File: config.mk
export PLATFORM = sky130hd
export DESIGN_NAME = rpct_update_gen
export DESIGN_NICKNAME = d
export VERILOG_FILES = /design/src/rtl/rpct_update_gen.sv
export SDC_FILE = /design/constraint.sdc
export NUM_CORES = 1
export LEC_CHECK = 0
export ABC_AREA = 1
export CAP_MARGIN = 15
export CORE_ASPECT_RATIO = 0.9
export CORE_MARGIN = 5
export CORE_UTILIZATION = 43
export DETAILED_ROUTE_END_ITERATION = 8
export SYNTH_ARGS = -nofsm -noshare
export SYNTH_HDL_FRONTEND = slang
export SYNTH_SLANG_ARGS = --single-unit
File: constraint.sdc
create_clock -name clk -period 11.8 [get_ports clk]
set_input_delay 3.54 -clock clk [delete_from_list [all_inputs] [get_ports clk]]
set_output_delay 3.54 -clock clk [all_outputs]
set_load 0.1 [all_outputs]
File: src/rtl/rpct_update_gen.sv
// Return-address prediction table training stream: buffers resolved call/ret
// events, drains one per cycle as update pulses, and audits rets against a shadow stack.
module rpct_update_gen #(
  parameter int FIFO_DEPTH  = 4,
  parameter int STACK_DEPTH = 8,
  parameter int CNT_BITS    = 16
) (
  input  logic                clk,
  input  logic                resetn,
  input  logic                in_valid,
  output logic                in_ready,
  input  logic                in_is_call,
  input  logic                in_is_ret,
  input  logic [31:0]         in_pc,
  input  logic [31:0]         in_target,
  input  logic                flush,
  output logic                is_call,
  output logic                is_ret,
  output logic [31:0]         call_pc,
  output logic [31:0]         ret_pc,
  output logic [31:0]         jrra_pc,
  output logic [CNT_BITS-1:0] ret_mismatch_cnt,
  output logic [CNT_BITS-1:0] ret_underflow_cnt
);

  localparam int FAW = $clog2(FIFO_DEPTH);
  localparam int SAW = $clog2(STACK_DEPTH);

  // Event buffer: storage needs no reset, only the pointers and occupancy do
  logic              fifo_call [FIFO_DEPTH];
  logic [31:0]       fifo_pc   [FIFO_DEPTH];
  logic [31:0]       fifo_tgt  [FIFO_DEPTH];
  logic [FAW-1:0]    wr_ptr_reg, rd_ptr_reg;
  logic [FAW:0]      count_reg;
  logic              ready_en_reg;

  logic [31:0]       stack_reg [STACK_DEPTH];
  logic [STACK_DEPTH-1:0] valid_reg;
  logic [SAW-1:0]    sp_reg;

  logic              is_call_reg, is_ret_reg;
  logic [31:0]       call_pc_reg, ret_pc_reg, jrra_pc_reg;
  logic [CNT_BITS-1:0] mismatch_reg, underflow_reg;

  logic              full, push, pop, pop_call, pop_ret;
  logic              head_call;
  logic [31:0]       head_pc, head_tgt, ret_addr, top_addr;
  logic [SAW-1:0]    sp_dec;
  logic              top_valid;

  assign full      = (count_reg == (FAW+1)'(FIFO_DEPTH));
  assign in_ready  = ready_en_reg & ~full;
  assign push      = in_valid & in_ready & (in_is_call | in_is_ret);
  assign pop       = (count_reg != '0) & ~flush;

  assign head_call = fifo_call[rd_ptr_reg];
  assign head_pc   = fifo_pc[rd_ptr_reg];
  assign head_tgt  = fifo_tgt[rd_ptr_reg];
  assign pop_call  = pop & head_call;
  assign pop_ret   = pop & ~head_call;
  assign ret_addr  = head_pc + 32'd8;

  assign sp_dec    = sp_reg - SAW'(1);
  assign top_valid = valid_reg[sp_dec];
  assign top_addr  = stack_reg[sp_dec];

  // A call takes priority when both event flags are set
  always_ff @(posedge clk) begin
    if (push) begin
      fifo_call[wr_ptr_reg] <= in_is_call;
      fifo_pc[wr_ptr_reg]   <= in_pc;
      fifo_tgt[wr_ptr_reg]  <= in_target;
    end
  end

  always_ff @(posedge clk or negedge resetn) begin
    if (!resetn) begin
      ready_en_reg <= 1'b0;
      wr_ptr_reg   <= '0;
      rd_ptr_reg   <= '0;
      count_reg    <= '0;
    end else begin
      ready_en_reg <= 1'b1;
      if (flush) begin
        wr_ptr_reg <= '0;
        rd_ptr_reg <= '0;
        count_reg  <= '0;
      end else begin
        if (push) wr_ptr_reg <= wr_ptr_reg + FAW'(1);
        if (pop)  rd_ptr_reg <= rd_ptr_reg + FAW'(1);
        count_reg <= count_reg + (FAW+1)'(push) - (FAW+1)'(pop);
      end
    end
  end

  // Overflow silently overwrites the oldest entry since the pointer just wraps
  always_ff @(posedge clk) begin
    if (pop_call) stack_reg[sp_reg] <= ret_addr;
  end

  always_ff @(posedge clk or negedge resetn) begin
    if (!resetn) begin
      valid_reg     <= '0;
      sp_reg        <= '0;
      mismatch_reg  <= '0;
      underflow_reg <= '0;
    end else if (pop_call) begin
      valid_reg[sp_reg] <= 1'b1;
      sp_reg            <= sp_reg + SAW'(1);
    end else if (pop_ret) begin
      if (top_valid) begin
        valid_reg[sp_dec] <= 1'b0;
        sp_reg            <= sp_dec;
        if (top_addr != head_tgt && mismatch_reg != '1)
          mismatch_reg <= mismatch_reg + CNT_BITS'(1);
      end else if (underflow_reg != '1) begin
        underflow_reg <= underflow_reg + CNT_BITS'(1);
      end
    end
  end

  always_ff @(posedge clk or negedge resetn) begin
    if (!resetn) begin
      is_call_reg <= 1'b0;
      is_ret_reg  <= 1'b0;
      call_pc_reg <= '0;
      ret_pc_reg  <= '0;
      jrra_pc_reg <= '0;
    end else begin
      is_call_reg <= pop_call;
      is_ret_reg  <= pop_ret;
      if (pop_call) begin
        call_pc_reg <= head_pc;
        ret_pc_reg  <= ret_addr;
        jrra_pc_reg <= '0;
      end else if (pop_ret) begin
        call_pc_reg <= '0;
        ret_pc_reg  <= head_tgt;
        jrra_pc_reg <= head_pc;
      end
    end
  end

  assign is_call           = is_call_reg;
  assign is_ret            = is_ret_reg;
  assign call_pc           = call_pc_reg;
  assign ret_pc            = ret_pc_reg;
  assign jrra_pc           = jrra_pc_reg;
  assign ret_mismatch_cnt  = mismatch_reg;
  assign ret_underflow_cnt = underflow_reg;

endmodule

# Word level (Yosys, flattened, before mapping)
# Memories as Yosys holds them, arrays and structs flattened.
# Index checks and enable logic that the tools add are counted.
[word_totals] reg_bits=149 mem_bits_rw=516 n_memories=4
[mem_list] name="stack_reg" depth=8 width=32 rd=1 rd_ports_with_merged_regs=0 wr=1 line_no="37" source="logic [31:0] stack_reg [STACK_DEPTH];"
[mem_list] name="fifo_pc" depth=4 width=32 rd=1 rd_ports_with_merged_regs=0 wr=1 line_no="31" source="logic [31:0] fifo_pc [FIFO_DEPTH];"
[mem_list] name="fifo_tgt" depth=4 width=32 rd=1 rd_ports_with_merged_regs=0 wr=1 line_no="32" source="logic [31:0] fifo_tgt [FIFO_DEPTH];"
[mem_list] name="fifo_call" depth=4 width=1 rd=1 rd_ports_with_merged_regs=0 wr=1 line_no="30" source="logic fifo_call [FIFO_DEPTH];"
[op_classes] n_addsub=9 magnitude_cmp=4 eq_ne=4 muxes=27 bitwise=15 reduce_logical=11
[ops] operator="$mux 32" count=6
[ops] operator="$add 16x1->16 const B" count=2
[ops] operator="$add 32x4->32 const B" count=1
[ops] operator="$ne 16x16->1 const B" count=2
[ops] operator="$ne 32x32->1" count=1
[ops] operator="$mux 8" count=3
[ops] operator="$mux 3" count=4
[ops] operator="$and 8x8->8" count=1
[ops] operator="$lt 3x4->1 const B" count=2
[ops] operator="$mux 2" count=4
[ops] operator="$not 8->8" count=1
[ops] operator="$or 8x8->8" count=1
[ops] operator="$reduce_and 4->1" count=2
[ops] operator="$reduce_bool 2->1" count=4
[ops] operator="$mux 1" count=7
[ops] operator="$and 1x1->1" count=6
[ops] operator="$demux 1 s3" count=2
[ops] operator="$ge 3x1->1 const B" count=2
[ops] operator="$not 1->1" count=5
[ops] operator="$add 2x1->2 const B" count=2
[ops] operator="$add 3x1->3" count=1
[ops] operator="$add 3x1->3 const B" count=1
[ops] operator="$bmux 1 s3" count=1
[ops] operator="$eq 3x3->1 const B" count=1
[ops] operator="other kinds (6)" count=8

# Logic depth before layout (Yosys ltp)
# Gate-level depths: netlist of run 1.
[depth] depth_word=10 mapped_depth=24 ltp_nobuf=18

# Least setup slack after synthesis of run 1
# OpenSTA, ideal clock, no wires.
[synth_path] path_type="input port to flip-flop" start="input port in_valid" end="memory fifo_call[0] (enable)" setup_ns=0.488 arrival_ns=6.685 t_required_ns=11.312 path_slack_ns=4.627 stages=4 cell_sequence="nand2_1 -> nor2_1 -> inv_1 -> nor2_1"
[synth_via] elab_chain_cells=4
[synth_rtl] item="start: declaration" line_no="10" source="input logic in_valid,"
[synth_rtl] item="$and 1x1->1 (2 in series)" line_no="53" source="assign push = in_valid & in_ready & (in_is_call | in_is_ret);"
[synth_rtl] item="$mux 1" line_no="69" source="if (push) begin"
[synth_rtl] item="$mux 1 (implied by the code)" line_no="70" source="fifo_call[wr_ptr_reg] <= in_is_call;"
[synth_rtl] item="end: declaration" line_no="30"
# Every way passes these cells.

# Final worst setup path of run 1
[layout_path] start="input port flush" end="memory stack_reg[0][24] (enable)"
[layout_via] elab_chain_cells=5
[layout_rtl] item="start: declaration" line_no="16" source="input logic flush,"
[layout_rtl] item="$not 1->1" line_no="54" source="assign pop = (count_reg != '0) & ~flush;"
[layout_rtl] item="$and 1x1->1" line_no="54"
[layout_rtl] item="$and 1x1->1" line_no="59" source="assign pop_call = pop & head_call;"
[layout_rtl] item="$mux 1" line_no="98" source="if (pop_call) stack_reg[sp_reg] <= ret_addr;"
[layout_rtl] item="$mux 1 (implied by the code)" line_no="98"
[layout_rtl] item="end: declaration" line_no="37"
# Every way passes these cells.

==> metrics.csv, run 1 <==
metric,value,unit
drt-initial-drc-count,1839,
relSlewSlack,20.6,%
num-nets-final,2976,
yosys_warnings,0,
synth_top_area_cell,edfxtp_1,
clock_path_buffers,3,
worstSkewPairLatency,0.60,ns
core,65500,sq um
seq_area,19200,sq um
cap_violations,0,
final_util,51.0,%
fmax,0.146,GHz
nFillCells,5797,
cp_max_fo,39,
synth_edf_count,516,
grt_pass1_vias,19300,
synth_cells,2715,
portBuffers,200,
grt_start_max_net_pins,141,
grt_usage,21.7,%
drt_pass1_iterations,7,
fin_crit_sh,58.2,%
dr_total_vias,19800,
netlist_area,28400,sq um
worstSetupPathType,in2reg,
hold_class,reg2reg,
hold_buffers,0,
crit_path_start_kind,primary input,
synth_area_leaders,"edfxtp_1 (55%), nand2_1 (17%), dfrtp_1 (13%)",
critical-path-top-delay-family,simple AND/OR/NAND/NOR gates,
top_level_ports,201,
numCtsBuffers,72,
ir_drop,216,uV
row_count,89,
die_area,71200,sq um
htree_levels,3,
critical_path.max_stage_delay,1.00,ns
finalWeightedCongestion,0.858,
avgSynthCellArea,10.5,sq um
ys_types,46,
die_w,281,um
ys.flop_type,edfxtp_1,
path_common_cell,nor2_4,
place_inst,3679,
multi_input_area,8110,sq um
fin_hold_ws,0.482,ns
initial_core_util,43.3,%
drc,0,
power_leakage,0.0134,uW
crit_slowest_cell,nor2_4,
powerDensity,303,nW/um^2
crit_arrival,7.08,ns
crit_buf_inv,3,
finalCriticalPeriod,6.87,ns
clkTransAtPathRegs,0.06,ns
maxSlewViolCount,0,
hold_viol,0,
ant_nets,0,
cts_tree,built,
cts_root_buf,clkbuf_16,
tns,0,ns
synth_fp_nets,2797,
die_y,254,um
gr-total-overflow,0,
synth_top_area_share,54.6,%
drive_above_1_share,6.47,%
routedWlPerCell,20.4,um
clkSinkCount,665,
fin_skew,0.0183,ns
areaGrowthSynthToFinish,17.7,%
ys_seq_area_share,67.7,%
largest_reg_flops,256,
rsz0062_at_grt,no,
viasPerCell,5.19,
ys_async_sr_fraction,22.4,%
status,"complete, no violations",
finalNonFillerCells,3818,
power.total,10100,uW
setup_viol,0,
routed_wl,78000,um
antenna_found_initial,10,
synth.most_common_cell,nand2_1,
yosys-top-cells-count,"nand2_1 (1249), edfxtp_1 (516), dfrtp_1 (149)",
critical_path_required,12.01,ns
crit_chain,"clkdlybuf4s50_1, nor2_1, clkinv_2, nor2_4, buf_4, nand2_1, nor2_4",
worst_pin_slew,1.19,ns
ys_seq_elements,665,
dp_hpwl,49000,um
cts-resized-gates,0,
cp-end-kind,flip-flop,
post_cts_buffers,0,
grt_pass1_wl,117000,um
==> area by class of cell <==
class | count | area share [%]
Inverter | 122 | 1.39
Multi-Input combinational cell | 1805 | 24.3
Sequential cell | 665 | 57.6
Tap cell | 864 | 3.24
Antenna cell | 4 | 0.0300
Timing Repair Buffer | 228 | 6.80
Clock buffer | 101 | 5.93
Clock inverter | 29 | 0.775
==> report_power, final <==
group	internal (uW)	switching, uW	total (uW)
sequential	3020	238	3260
clock	1260	899	2160
combinational	1040	3660	4700
==> worst register-to-register path, delay by kind of cell (launching register included) <==
kind / cells / cell delay, ns
flip-flops: 1 / 0.87
buffers and inverters: 3 / 2.04
AND/OR/NAND/NOR: 14 / 2.07
adder cells (fa/ha/maj): 1 / 0.75
==> routing by layer <==
layer	track usage, %	vias up	routed length, um
met5	0	-	48
met1	31.6	9614	35000
met3	5.61	141	6680
met4	6.56	8	2140
li1	-	9395	-
met2	32.3	673	34200
==> layout by cell type, fill, tap and decap left out, types with 9 or more instances in the layout <==
| master | count |
|---|---|
| dfrtp_1 | 146 |
| edfxtp_1 | 516 |
| nor2_1 | 80 |
| xor2_1 | 37 |
| clkinv_1 | 9 |
| nand2_1 | 1247 |
| a21oi_1 | 14 |
| xnor2_1 | 20 |
| ha_1 | 10 |
| buf_4 | 24 |
| nor2_4 | 15 |
| inv_1 | 107 |
| o211ai_1 | 33 |
| nand4_1 | 26 |
| nor3_1 | 15 |
| clkbuf_16 | 73 |
| clkdlybuf4s50_1 | 199 |
| nand3_1 | 147 |
| clkinv_2 | 11 |
| o21ai_0 | 87 |
| clkbuf_1 | 23 |
| inv_2 | 12 |
| nand2_2 | 12 |
==> kinds of logic (layout without fill, tap and decap cells) <==
kind of cell             count (synthesis)  count (layout)  synth area share [%]
flip-flops                             665             665                  67.7
buffers and inverters                  245             480                  4.12
AO/OA/AOI/OAI                          170             170                  3.67
XOR/XNOR                                57              57                  1.76
AND/OR/NAND/NOR                       1565            1565                  22.1
other                                    1               5                0.0132
adder cells (fa/ha/maj)                 12              12                 0.556
==> stage by stage <==
step                instance area [sq um]  setup slack [ns]
finish                              33400              4.93
global route                        33400              4.75
CTS                                 33300              4.87
detailed placement                  31100              4.24
global placement                    31100              4.36
floorplan                           28400              4.63
==> worst paths after layout <==
path | start | to | slack, ns | cells past startpoint
max in group asynchronous | resetn | sp_reg[0] | 7.19 | 2
min in group asynchronous | resetn | ret_underflow_cnt[7] | 2.97 | 1
max reg2reg | sp_reg[0] | ret_mismatch_cnt[5] | 6.04 | 18
max | flush | stack_reg[0][24] | 4.93 | 7
min reg2reg | call_pc[0] | call_pc[0] | 0.48 | 2
min | call_pc[0] | call_pc[0] | 0.48 | 2
(Power assumes the default switching activity.)
==> inputs of run 2 (changes only) <==
clock period = 6.8 ns   (was 11.8 ns; I/O delays follow)
==> run 2 against run 1 <==
  * Register-to-register slack got worse by 3.7 ns
  * Largest power group unchanged
  * Sequential share of layout area down 0.16 points
  * Global-route usage is 0.13 points lower
  * Critical path type is now reg2out
==> metrics.csv, run 2 (synthesis gave the netlist of run 1 again) <==
metric,value,unit,change
status,"complete, no violations",,
fmax,0.220,GHz,
rsz0062_at_grt,no,,
fin_crit_sh,66.8,%,
dr_total_vias,19700,,-0.55%
final_util,51.2,%,+0.14 points
netSwitchingPower,8390,uW,+75%
pwr-share-clk,21.6,%,+0.2 points
drt-initial-drc-count,1950,,+6.0%
relSlewSlack,18.8,%,-1.8 points
htree_levels,3,,unchanged
routedWlPerCell,20.4,um,-0.11%
ir_drop,481,uV,+120%
largest_reg_flops,256,,unchanged
dpl_cell_area,31200,sq um,+0.43%
top_level_ports,201,,unchanged
drive_above_1_share,6.80,%,+0.33 points
seqPwrFrac,31.7,%,-0.5 points
cp-end-kind,output pin,,
final_cell_mix,"nand2_1 (1247), edfxtp_1 (516), clkdlybuf4s50_1 (199)",,
hold_class,reg2reg,,
tns,0,ns,unchanged
grt_pass1_vias,18700,,-2.7%
cp_max_fo,4,,-90%
die_area,71200,sq um,unchanged
clkTransAtPathRegs,0.06,ns,about the same
num-nets-final,2981,,+0.17%
powerDensity,529,nW/um^2,+75%
drt_pass1_iterations,7,,unchanged
setup_viol,0,,unchanged
cts_root_buf,clkbuf_16,,
crit_arrival,2.50,ns,-4.58 ns
nFillCells,5797,,unchanged
worstSetupPathType,reg2out,,
seq_area,19200,sq um,unchanged
place_inst,3690,,+0.30%
antenna_found_initial,1,,-9
power.total,17700,uW,+75%
viasPerCell,5.16,,-0.60%
finalWeightedCongestion,0.880,,+2.6%
grt_start_max_net_pins,150,,+6.4%
cellInternalPower,9340,uW,+75%
fin_skew,0.0190,ns,+0.000731 ns
grt_pass1_wl,117000,um,-0.46%
finalNonFillerCells,3820,,+0.052%
cts-resized-gates,0,,unchanged
die_y,254,um,unchanged
maxSlewViolCount,0,,unchanged
cts_tree,built,,
crit_path_start_kind,flip-flop,,
finalCriticalPeriod,4.54,ns,
dp_hpwl,50800,um,+3.7%
hold_viol,0,,unchanged
grt_usage,21.5,%,-0.13 points
routed_wl,78000,um,about the same
hold_buffers,0,,unchanged
clock_path_buffers,3,,unchanged
worstSkewPairLatency,0.60,ns,about the same
core,65500,sq um,unchanged
numCtsBuffers,70,,-2.8%
gr-total-overflow,0,,unchanged
areaGrowthSynthToFinish,18.1,%,
die_w,281,um,unchanged
pwr-share-comb,46.7,%,+0.3 points
worst_pin_slew,1.21,ns,+0.0253 ns
clkSinkCount,665,,unchanged
ant_nets,0,,unchanged
initial_core_util,43.3,%,unchanged
drc,0,,unchanged
post_cts_buffers,0,,unchanged
switching_share,47.3,%,about the same
cap_violations,0,,unchanged
row_count,89,,unchanged
stdcell_area,33500,sq um,+0.28%
portBuffers,200,,unchanged
power_leakage,0.0135,uW,+0.42%
final_common_cell,nand2_1,,
critical_path_required,4.76,ns,-7.25 ns
multi_input_area,8100,sq um,about the same
## run 2: cell types whose count changed in the layout (fill, tap and decap cells not counted), sizes merged
| cell | change |
|---|---|
| buf | +7 |
| clkinv | -5 |
| diode | -3 |
| bufinv | +2 |
| clkbuf | +1 |
| clkinvlp | +1 |
| inv | -1 |
## run 2: power groups by stage
| stage | logic (uW) | registers [uW] | clock network, uW |
|---|---|---|---|
| final | 8280 | 5630 | 3820 |
| after global routing | 8900 | 5680 | 4050 |
| after CTS | 8260 | 5630 | 3880 |
| after detailed placement | 8240 | 5700 | 0 |
| after global placement | 8130 | 5700 | 0 |
| after floorplan | 3750 | 7500 | 0 |
## run 2: final timing paths
check | from | end | slack [ns] | depth (start not counted)
hold / removal | call_pc[0] | call_pc[0] | 0.49 | 2
max in group asynchronous | resetn | sp_reg[0] | 4.47 | 2
setup / recovery | count_reg[1] | in_ready | 2.26 | 3
min in group asynchronous | resetn | ret_underflow_cnt[8] | 1.51 | 2
setup reg to reg | sp_reg[0] | ret_mismatch_cnt[6] | 2.33 | 18
hold reg to reg | call_pc[0] | call_pc[0] | 0.49 | 2
## run 2: per-stage QoR
stage / worst slack [ns] / hold WS (ns)
after detailed placement: 2.04 / 0.472
after floorplan: 0.440 / 0.466
after global routing: 1.94 / 0.505
after global placement: 2.12 / 0.464
final: 2.26 / 0.486
after CTS: 2.21 / 0.488
## run 2: critical path: stages, from the launching register on
cell	delay [ns]
dfrtp_1	0.43
nor2_1	0.07
a21boi_0	0.22
clkdlybuf4s50_1	1.19
## run 2: cell type report
type / count / share of cell area [%]
diodes: 1 / 0.00747
multi-input cells: 1805 / 24.2
clock inverters: 26 / 0.904
flip-flops and latches: 665 / 57.4
repair buffers: 235 / 6.92
clock buffers: 102 / 5.95
inverters: 122 / 1.39
well taps: 864 / 3.23
## run 2: metal layers
metal	track usage, %	vias to the layer above	part of all wire [%]
met2	32.6	654	45
met1	32.6	9576	46
met3	3.72	112	7.0
met4	5.61	0	2.4
met5	0	-	0
li1	-	9380	-
